### src/rtl/score_digit_sequencer.sv
// Score display sequencer: double-dabble BCD conversion committed at frame start, plus slot rendering.
// Optional build macro LEADING_ZERO_BLANK_EN hides leading-zero slots (the units slot always draws).
module score_digit_sequencer #(
  parameter int         DIGITS    = 4,
  parameter logic [10:0] TOPLEFT_X = 11'd32,
  parameter logic [10:0] TOPLEFT_Y = 11'd16,
  parameter int         DIGIT_W   = 16,
  parameter int         DIGIT_H   = 32
) (
  input  logic        clk,
  input  logic        resetN,
  input  logic        startOfFrame,
  input  logic [10:0] pixelX,
  input  logic [10:0] pixelY,
  input  logic [13:0] value,
  input  logic        valueValid,
  output logic        valueReady,
  output logic        busy,
  output logic [3:0]  digit,
  output logic [10:0] offsetX,
  output logic [10:0] offsetY,
  output logic        InsideRectangle
);

  localparam int         LOG2W = $clog2(DIGIT_W);
  localparam logic [11:0] X_END = {1'b0, TOPLEFT_X} + 12'(DIGITS * DIGIT_W);
  localparam logic [11:0] Y_END = {1'b0, TOPLEFT_Y} + 12'(DIGIT_H);

  typedef enum logic [1:0] {IDLE, CONVERT, PENDING} state_t;

  state_t      state_q, state_d;
  logic [13:0] val_q, val_d;
  logic [15:0] bcd_q, bcd_d;
  logic [3:0]  cnt_q, cnt_d;
  logic [15:0] disp_q, disp_d;
  logic [15:0] adj;

  function automatic logic [13:0] clamp_score(input logic [13:0] v);
    return (v > 14'd9999) ? 14'd9999 : v;
  endfunction

  function automatic logic [15:0] add3(input logic [15:0] b);
    logic [15:0] r;
    r = b;
    for (int i = 0; i < 4; i++)
      if (r[i*4 +: 4] >= 4'd5) r[i*4 +: 4] = r[i*4 +: 4] + 4'd3;
    return r;
  endfunction

  assign valueReady = resetN && (state_q == IDLE);
  assign busy       = resetN && (state_q != IDLE);

  always_comb begin
    state_d = state_q;
    val_d   = val_q;
    bcd_d   = bcd_q;
    cnt_d   = cnt_q;
    disp_d  = disp_q;
    adj     = add3(bcd_q);
    case (state_q)
      IDLE: if (valueValid) begin
        val_d   = clamp_score(value);
        bcd_d   = 16'd0;
        cnt_d   = 4'd0;
        state_d = CONVERT;
      end
      CONVERT: begin
        bcd_d = {adj[14:0], val_q[13]};
        val_d = {val_q[12:0], 1'b0};
        cnt_d = cnt_q + 4'd1;
        if (cnt_q == 4'd13) state_d = PENDING;
      end
      PENDING: if (startOfFrame) begin
        disp_d  = bcd_q;
        state_d = IDLE;
      end
      default: state_d = IDLE;
    endcase
  end

  // Control state and the display register clear on reset; the conversion datapath does not.
  always_ff @(posedge clk) begin
    if (!resetN) begin
      state_q <= IDLE;
      cnt_q   <= 4'd0;
      disp_q  <= 16'd0;
    end else begin
      state_q <= state_d;
      cnt_q   <= cnt_d;
      disp_q  <= disp_d;
    end
    val_q <= val_d;
    bcd_q <= bcd_d;
  end

  logic [10:0] rel_x, rel_y;
  logic        in_slot, blank, draw;
  logic [1:0]  slot, pos;
  logic [3:0]  nib;

  always_comb begin
    rel_x   = pixelX - TOPLEFT_X;
    rel_y   = pixelY - TOPLEFT_Y;
    in_slot = (pixelX >= TOPLEFT_X) && ({1'b0, pixelX} < X_END) &&
              (pixelY >= TOPLEFT_Y) && ({1'b0, pixelY} < Y_END);
    slot    = 2'(rel_x >> LOG2W);
    pos     = 2'(DIGITS - 1) - slot;
    nib     = disp_q[{pos, 2'b00} +: 4];
    blank   = 1'b0;
`ifdef LEADING_ZERO_BLANK_EN
    begin
      logic       run;
      logic [3:0] lz;
      run = 1'b1;
      lz  = 4'b0;
      for (int p = 3; p >= 0; p--) begin
        if (p <= DIGITS - 1) begin
          run   = run && (disp_q[p*4 +: 4] == 4'd0);
          lz[p] = run;
        end
      end
      blank = (pos != 2'd0) && lz[pos];
    end
`endif
    draw = in_slot && !blank;
  end

  // Registered pixel outputs: one clock behind pixelX/pixelY.
  always_ff @(posedge clk) begin
    if (!resetN) begin
      InsideRectangle <= 1'b0;
      digit           <= 4'd0;
      offsetX         <= 11'd0;
      offsetY         <= 11'd0;
    end else begin
      InsideRectangle <= draw;
      digit           <= draw ? nib : 4'd0;
      offsetX         <= draw ? (rel_x & 11'(DIGIT_W - 1)) : 11'd0;
      offsetY         <= draw ? rel_y : 11'd0;
    end
  end

endmodule

### config.mk
export PLATFORM = sky130hd
export DESIGN_NAME = score_digit_sequencer
export DESIGN_NICKNAME = d
export VERILOG_FILES = /design/src/rtl/score_digit_sequencer.sv
export SDC_FILE = /design/constraint.sdc
export NUM_CORES = 1
export LEC_CHECK = 0
export CAP_MARGIN = 20
export CORE_MARGIN = 5
export CORE_UTILIZATION = 55
export CTS_BUF_LIST = sky130_fd_sc_hd__clkbuf_8
export DETAILED_ROUTE_END_ITERATION = 10
export PLACE_DENSITY = 0.85
export SYNTH_ARGS = -nofsm -noshare
export SYNTH_HDL_FRONTEND = slang
export SYNTH_SLANG_ARGS = --single-unit
### constraint.sdc
create_clock -name clk -period 5 [get_ports clk]
set_input_delay 0.5 -clock clk [delete_from_list [all_inputs] [get_ports clk]]
set_output_delay 0.5 -clock clk [all_outputs]
set_load 0.05 [all_outputs]
# [Yosys cells after proc, flatten, opt, wreduce, memory -nomap -nowiden]
# Index checks and enable logic that the tools add are counted.
# W data, S select, Z words.
[totals] in_bits=40 elab_cells=61 out_inout_bits=29 regBits=79
[classes] n_mux=15 magnitude_cmp=9 n_shift=1 addsub=8 reduce_logical=12 eq_ne=6
[ops] operator="$pmux W16 S2" count=1
[ops] operator="$mux W14" count=2
[ops] operator="$pmux W14 S2" count=1
[ops] operator="$ge A4 B3 Y1 const B" count=4
[ops] operator="$mux W16" count=1
[ops] operator="$mux W4" count=4
[ops] operator="$shiftx A16 B5 Y4" count=1
[ops] operator="$gt A14 B14 Y1 const B" count=1
[ops] operator="$add A4 B2 Y4 const B" count=3
[ops] operator="$ge A11 B5 Y1 const B" count=1
[ops] operator="$ge A11 B6 Y1 const B" count=1
[ops] operator="$lt A11 B6 Y1 const B" count=1
[ops] operator="$lt A11 B7 Y1 const B" count=1
[ops] operator="$sub A11 B5 Y11 const B" count=1
[ops] operator="$pmux W4 S2" count=1
[ops] operator="$mux W2" count=3
[ops] operator="$ne A2 B2 Y1 const B" count=3
[ops] operator="$pmux W2 S3" count=1
[ops] operator="$reduce_and A2 Y1" count=3
[ops] operator="$sub A6 B6 Y6 const B" count=1
[ops] operator="$logic_and A1 B1 Y1" count=5
[ops] operator="$add A4 B1 Y4 const B" count=1
[ops] operator="$eq A4 B4 Y1 const B" count=1
[ops] operator="$reduce_bool A2 Y1" count=2
[ops] operator="other kinds (7)" count=7

# [Logic depth before layout (Yosys ltp)]
# Gate-level depths: netlist of run 1.
[depth] depth_word=5 mapped_depth=7 depth_no_buf=6

# [Worst setup path after synthesis of run 1]
# OpenSTA, ideal clock, no wires.
[synth_path] kind="in2reg" startpoint="in pixelY[5]" endpoint="reg offsetX[1]" path_buffers=1 setup_ns=0.059 required_time_ns=4.941 stages=7 t_arrival_ns=1.705 setup_slack_ns=3.236 cell_sequence="inv_1 > ha_1 > or4b_1 > nor3_2 > o21ba_4 > buf_6 > and2_1"
[synth_between] elab_chain_cells=4 elab_cells_between_ends=5 cone_classes="2 x order compare; 3 x reduce/logical"
[synth_lines] element="start, declared" line="14" rtl="input logic [10:0] pixelY,"
[synth_lines] element="$ge A11 B5 Y1" line="105" rtl="(pixelY >= TOPLEFT_Y) && ({1'b0, pixelY} < Y_END);"
[synth_lines] element="$logic_and A1 B1 Y1" line="104" rtl="in_slot = (pixelX >= TOPLEFT_X) && ({1'b0, pixelX} < X_END) &&"
[synth_lines] element="$logic_and A1 B1 Y1 (*)" line="105"
[synth_lines] element="$reduce_and A2 Y1 (no source line) (*)"
[synth_lines] element="end signal, assigned" line="138" rtl="offsetX <= draw ? (rel_x & 11'(DIGIT_W - 1)) : 11'd0;"
[synth_lines] element="end, declared" line="20" rtl="output logic [10:0] offsetX,"
# Every way passes the cells marked *; elsewhere a longest branch is shown, timed or not.
# A chain may end at the register's enable or synchronous reset.

# [Worst setup path in the final report of run 1]
[layout_path] startpoint="in resetN" endpoint="out valueReady"
[layout_between] elab_chain_cells=1
[layout_lines] element="start, declared" line="11" rtl="input logic resetN,"
[layout_lines] element="$logic_and A1 B1 Y1" line="50" rtl="assign valueReady = resetN && (state_q == IDLE);"
[layout_lines] element="end, declared" line="17" rtl="output logic valueReady,"
# Every way passes these cells.

==> results.cfg, run 1 <==
[run_status]
status = complete, no violations

[critical_path]
path_common_cell = clkdlybuf4s50_1
crit_path_top_delay_cell = clkdlybuf4s50_1
worstSetupStartpointType = primary input
critical_path.max_stage_delay_ns = 0.97
worstPathCellList = clkdlybuf4s50_1 -> nand2b_1 -> nor2_1 -> clkdlybuf4s50_1
reg2reg_depth = 3
r2r-end = val_q[1]
reg2reg_from = state_q[0]
worstSetupPathType = in -> out
crit_arrival_ns = 2.57
required_ns = 4.50
end_kind = output port
cp_max_fo = 25
r2r_slack_ns = 3.06

[placement]
postPlaceCellArea_um2 = 3930
gp_congestion = 0.747
io_buffers = 61
dpl.hpwl_um = 4610

[run]
drv_cap = 0

[timing]
slew_viol_final = 0
slew_headroom_pct = 33.9
period_minus_slack_ns = 3.07
fin_worst_skew_ns = 0.00888
setup_viol = 0
max_freq_ghz = 0.326
setup_tns_ns = 0
rsz0062_at_grt = false
worstMarginPinSlew_ns = 0.991
post-route-period-util_pct = 61.3
hold_viol = 0
hold-worst-slack_ns = 0.471

[routing]
route.detailed.wl_per_inst_um = 13.7
vias = 2423
dr.pass1.iters = 5
drc = 0
wl_um = 6410
ant_nets = 0
vias_per_cell = 5.20
drtIter0Drc = 109

[worst_hold_path]
hp-class = reg -> reg
hp-start = disp_q[15]
min_to = disp_q[15]
hold_path_depth = 2

[clock_network]
post-cts-setup-buffers = 0
clock_path_buffers = 2
cts_tree = yes
clkTransAtPathRegs_ns = 0.07
postCtsResizedCells = 0
htreeDepth = 3
cts_sinks = 72
clockRootBuffer = clkbuf_8
cts_buffers = 9
worstSkewPairLatency_ns = 0.35
cts_hold_buf = 0

[floorplanning]
design.die.area_um2 = 7620
row_count = 28
boundaryPins = 69
die_w_um = 87.3
start_util_pct = 56.1
die_h_um = 87.3
core_area_um2 = 5850

[logic_synthesis]
synth_cell_types = 41
ys_ff_latch = 72
synth_top_cell_area_share_pct = 27.4
synth-seq-area-share_pct = 53.0
syn_area_per_cell_um2 = 10.1
synth_top_cells_by_area = edfxtp_1, dfxtp_1, nand2_1
yosysTopAreaCell = edfxtp_1
yosysWarnings = 0
syn-cell-area_um2 = 3280
synthCells = 326

[pwr]
powerDensity_nw_per_um2 = 304
power_leakage_nw = 1.54
vdd_drop_max_uv = 212

[layout]
design_area_um2 = 4110
diodes = 0
nets = 438
area_delta_synth_final_pct = 25.2
drive_gt1_share_pct = 6.65

[grt]
grt_use_total_pct = 17.7
grt_overflow_total = 0
antenna_found_initial = 0
grt_pass1_wl_um = 10600
first_global_vias = 2357
grt_max_degree = 28
## worst max path at each step
stage	slack, ns	start	depth (start not counted)	to
global route	1.78	resetN	4	valueReady
floorplan	3.24	pixelY[5]	7	offsetX[1]
global placement	1.93	resetN	4	valueReady
finish	1.93	resetN	4	valueReady
detailed placement	1.94	resetN	4	valueReady
CTS	1.93	resetN	4	valueReady
## placed cells by master (no fill, tap or decap), types with 4 or more instances in the layout
master,count
ha_1,12
nand2_1,65
xor2_1,5
and2_1,18
clkdlybuf4s50_1,61
a21boi_0,16
clkbuf_8,10
nand2b_1,6
conb_1,7
mux4_2,4
a22o_1,4
a211oi_1,5
nor3_1,6
nor2b_1,10
nor2_1,15
dfxtp_1,42
nand3_1,8
xnor2_1,5
a21oi_1,13
edfxtp_1,30
o21ai_0,8
inv_1,12
## final cells by class
type                            instances  area [um2]
Clock buffer                           10         138
Clock inverter                          6        43.8
Fill cell                             458        1740
Inverter                               12        45.0
Multi-Input combinational cell        228        1410
Sequential cell                        72        1740
Tap cell                               75        93.8
Timing Repair Buffer                   63         646
## state kept, by name, indices dropped and copies added (netlist names)
signal	count
InsideRectangle	1
bcd_q	16
cnt_q	4
digit	4
disp_q	16
offsetX	4
offsetY	11
state_q	2
val_q	14
## worst max-delay path, delay by kind of cell
| family | cells | cell delay (ns) |
|---|---|---|
| buffers and inverters | 2 | 1.79 |
| and+or+nand+nor | 2 | 0.27 |
## cell usage after synthesis
library cell / count
nand2_1: 65
dfxtp_1: 42
edfxtp_1: 30
and2_1: 18
a21boi_0: 16
nor2_1: 15
a21oi_1: 13
ha_1: 12
inv_1: 12
nor2b_1: 10
nand3_1: 8
o21ai_0: 8
buf_4: 7
clkbuf_1: 7
nand2b_1: 6
nor3_1: 6
a211oi_1: 5
buf_2: 5
xnor2_1: 5
xor2_1: 5
a22o_1: 4
mux4_2: 4
nand3b_1: 2
nand4_1: 2
nor4_1: 2
o21a_1: 2
a22oi_1: 1
a41oi_1: 1
and4_1: 1
buf_6: 1
conb_1: 1
mux2_2: 1
nor3_2: 1
nor3b_1: 1
nor4b_1: 1
o21ba_4: 1
o21bai_1: 1
o22ai_1: 1
or2_2: 1
or3_1: 1
or4b_1: 1
## report_power, final
part	internal, mW	total, mW	switching, mW
logic	0.0749	0.161	0.0857
registers	0.648	0.669	0.0210
clock network	0.194	0.421	0.227
total	0.917	1.25	0.333
## kinds of logic (layout without fill, tap and decap cells)
group / Yosys count / in the layout / synth area share (%)
mux: 5 / 5 / 3.09
buf+inv: 32 / 91 / 4.88
simple gates: 141 / 141 / 20.7
xor+xnor: 10 / 10 / 2.67
other cells: 1 / 7 / 0.114
fa+ha+maj: 12 / 12 / 4.57
compound gates: 53 / 53 / 10.9
flops: 72 / 72 / 53.0
## through the flow
step                worst slack (ns)  instances  power [mW]  utilization (%)
floorplan                       3.24        332       0.782                -
global placement                1.93        449       0.832             66.7
detailed placement              1.94        450       0.843             67.2
CTS                             1.93        466        1.26             70.3
global route                    1.78        466        1.31             70.3
finish                          1.93        466        1.25             70.3
## per-layer routing
metal	up-vias	part of all wire [%]	GRT usage (%)
met4	0	1.3	7.67
met1	1113	46	22.1
met3	10	7.7	4.82
met5	-	0	0
li1	1219	-	-
met2	81	45	28.9
Note: power is estimated with default switching activity, not from simulation.
==> run 2: changes to the inputs <==
--- a/config.mk
+++ b/config.mk
@@ -7,10 +7,10 @@
 export LEC_CHECK = 0
 export CAP_MARGIN = 20
 export CORE_MARGIN = 5
-export CORE_UTILIZATION = 55
+export CORE_UTILIZATION = 48
 export CTS_BUF_LIST = sky130_fd_sc_hd__clkbuf_8
 export DETAILED_ROUTE_END_ITERATION = 10
-export PLACE_DENSITY = 0.85
+export PLACE_DENSITY = 0.79
 export SYNTH_ARGS = -nofsm -noshare
 export SYNTH_HDL_FRONTEND = slang
 export SYNTH_SLANG_ARGS = --single-unit
==> constraint.sdc (replaced) <==
create_clock -name clk -period 2.8 [get_ports clk]
set_input_delay 0.28 -clock clk [delete_from_list [all_inputs] [get_ports clk]]
set_output_delay 0.28 -clock clk [all_outputs]
set_load 0.05 [all_outputs]
==> run 2 against run 1 <==
Effect of this change:
- sequential share of layout area is 0.14 points lower
- cell count is 1.7% higher
- non-clock buffer count is 3 higher
- clock power is 86% higher
- clock-buffer cell count stayed put
- global-route usage is 2.1 points lower
- via count is 1.2% higher
- register-to-register slack worse by 2.0 ns
- sequential power is 78% higher
- sequential cell count stayed put
- largest power group unchanged
==> results.cfg, run 2 (synthesized netlist as in run 1, its figures left out) <==
[layout]
diodes = 0
design_area_um2 = 4130
final_cell_count_no_fill = 474
fin_util_pct = 61.4
drive_gt1_share_pct = 6.85
mostFrequentLayoutCells = nand2_1, clkdlybuf4s50_1, dfxtp_1
area_delta_synth_final_pct = 25.6
mostFrequentLayoutCell = nand2_1
nets = 441
fillers = 569
top_regs = bcd_q x16, disp_q x16, val_q x14

[timing]
worstMarginPinSlew_ns = 0.584
post-route-period-util_pct = 76.2
max_freq_ghz = 0.469
slew_viol_final = 0
setup_viol = 0
slew_headroom_pct = 61.0
setup_tns_ns = 0
period_minus_slack_ns = 2.13
rsz0062_at_grt = false
hold-worst-slack_ns = 0.465
fin_worst_skew_ns = 0.0113
hold_viol = 0

[grt]
grt_max_degree = 32
antenna_found_initial = 0
grt_overflow_total = 0
grt_pass1_wl_um = 11000
grt_use_total_pct = 15.7
first_global_vias = 2455

[clock_network]
clock_path_buffers = 2
cts_sinks = 72
cts_tree = yes
post-cts-setup-buffers = 0
htreeDepth = 3
clockRootBuffer = clkbuf_8
postCtsResizedCells = 0
cts_hold_buf = 0
cts_buffers = 9
clkTransAtPathRegs_ns = 0.08
worstSkewPairLatency_ns = 0.33

[routing]
drtIter0Drc = 127
dr.pass1.iters = 4
wl_um = 6570
route.detailed.wl_per_inst_um = 13.9
vias = 2451
drc = 0
ant_nets = 0
vias_per_cell = 5.17

[critical_path]
critical_path.max_stage_delay_ns = 0.80
worstSetupStartpointType = flop
cp.depth = 2
r2r-end = val_q[7]
reg2reg_from = state_q[0]
r2r_slack_ns = 1.04
startpoint = state_q[0]
crit_path_top_delay_cell = clkdlybuf4s50_1
worstPathCellList = o21a_1 -> clkdlybuf4s50_1
worstSetupPathType = reg -> out
endpoint = busy
required_ns = 2.52
end_kind = output port
crit_arrival_ns = 1.85
cp_max_fo = 12
crit_family = buffers and inverters
timing.critical_path.buf_inv = 1
reg2reg_depth = 3

[floorplanning]
start_util_pct = 48.9
core_area_um2 = 6720
die_w_um = 92.7
design.die.area_um2 = 8600
die_h_um = 92.7
boundaryPins = 69
row_count = 30

[placement]
dp_cells = 458
dpl.hpwl_um = 4850
postPlaceCellArea_um2 = 3940
io_buffers = 61
gp_congestion = 0.791

[pwr]
powerDensity_nw_per_um2 = 549
vdd_drop_max_uv = 286
power_leakage_nw = 1.56

[run_status]
status = complete, no violations

[worst_hold_path]
hp-class = reg -> reg

[run]
drv_cap = 0
[run 2: cell types whose count changed in the layout (fill, tap and decap cells not counted)]
cell | previous run | this run
buf_4 | 1 | 6
clkinv_1 | 0 | 2
clkinv_4 | 2 | 0
clkinvlp_4 | 2 | 0
buf_16 | 1 | 0
bufinv_16 | 0 | 1
clkdlybuf4s50_1 | 61 | 60
clkinv_2 | 1 | 2
inv_1 | 12 | 13
inv_4 | 1 | 0
[run 2: metrics by stage]
stage,worst slack (ns),total power [mW]
after floorplan,1.11,1.40
after detailed placement,0.653,1.50
after global placement,0.758,1.49
final,0.666,2.26
after global routing,0.576,2.37
after CTS,0.656,2.28
[run 2: layer usage]
layer	global-route usage [%]	wire, um
met5	0	0
met4	4.88	22
met3	4.06	428
met2	25.8	3080
met1	20.3	3040
[run 2: cell type report]
type                            instances  area, um2  area share, %
Clock buffer                           10        138           3.34
Clock inverter                          6       51.3           1.24
Inverter                               12       45.0           1.09
Multi-Input combinational cell        228       1410           34.1
Sequential cell                        72       1740           42.2
Tap cell                               80        100           2.43
Timing Repair Buffer                   66        646           15.6
[run 2: worst min path at each step]
stage / from / slack (ns) / endpoint / cells past startpoint
final: disp_q[9] / 0.47 / disp_q[9] / 2
after global routing: disp_q[6] / 0.49 / disp_q[6] / 2
after CTS: disp_q[9] / 0.47 / disp_q[9] / 2
after detailed placement: disp_q[9] / 0.46 / disp_q[9] / 2
after global placement: disp_q[9] / 0.45 / disp_q[9] / 2
after floorplan: pixelX[0] / 0.40 / offsetX[0] / 1
[run 2: power by group]
part / leakage (nW) / internal [mW] / switching (mW)
Combinational: 0.804 / 0.131 / 0.155
Clock: 0.102 / 0.424 / 0.360
Sequential: 0.652 / 1.16 / 0.0372
[run 2: worst reg2reg max path: stages (launching register included)]
cell and delay, ns:
dfxtp_1 0.54, nor2b_1 0.55, a21oi_1 0.20, a22o_1 0.23
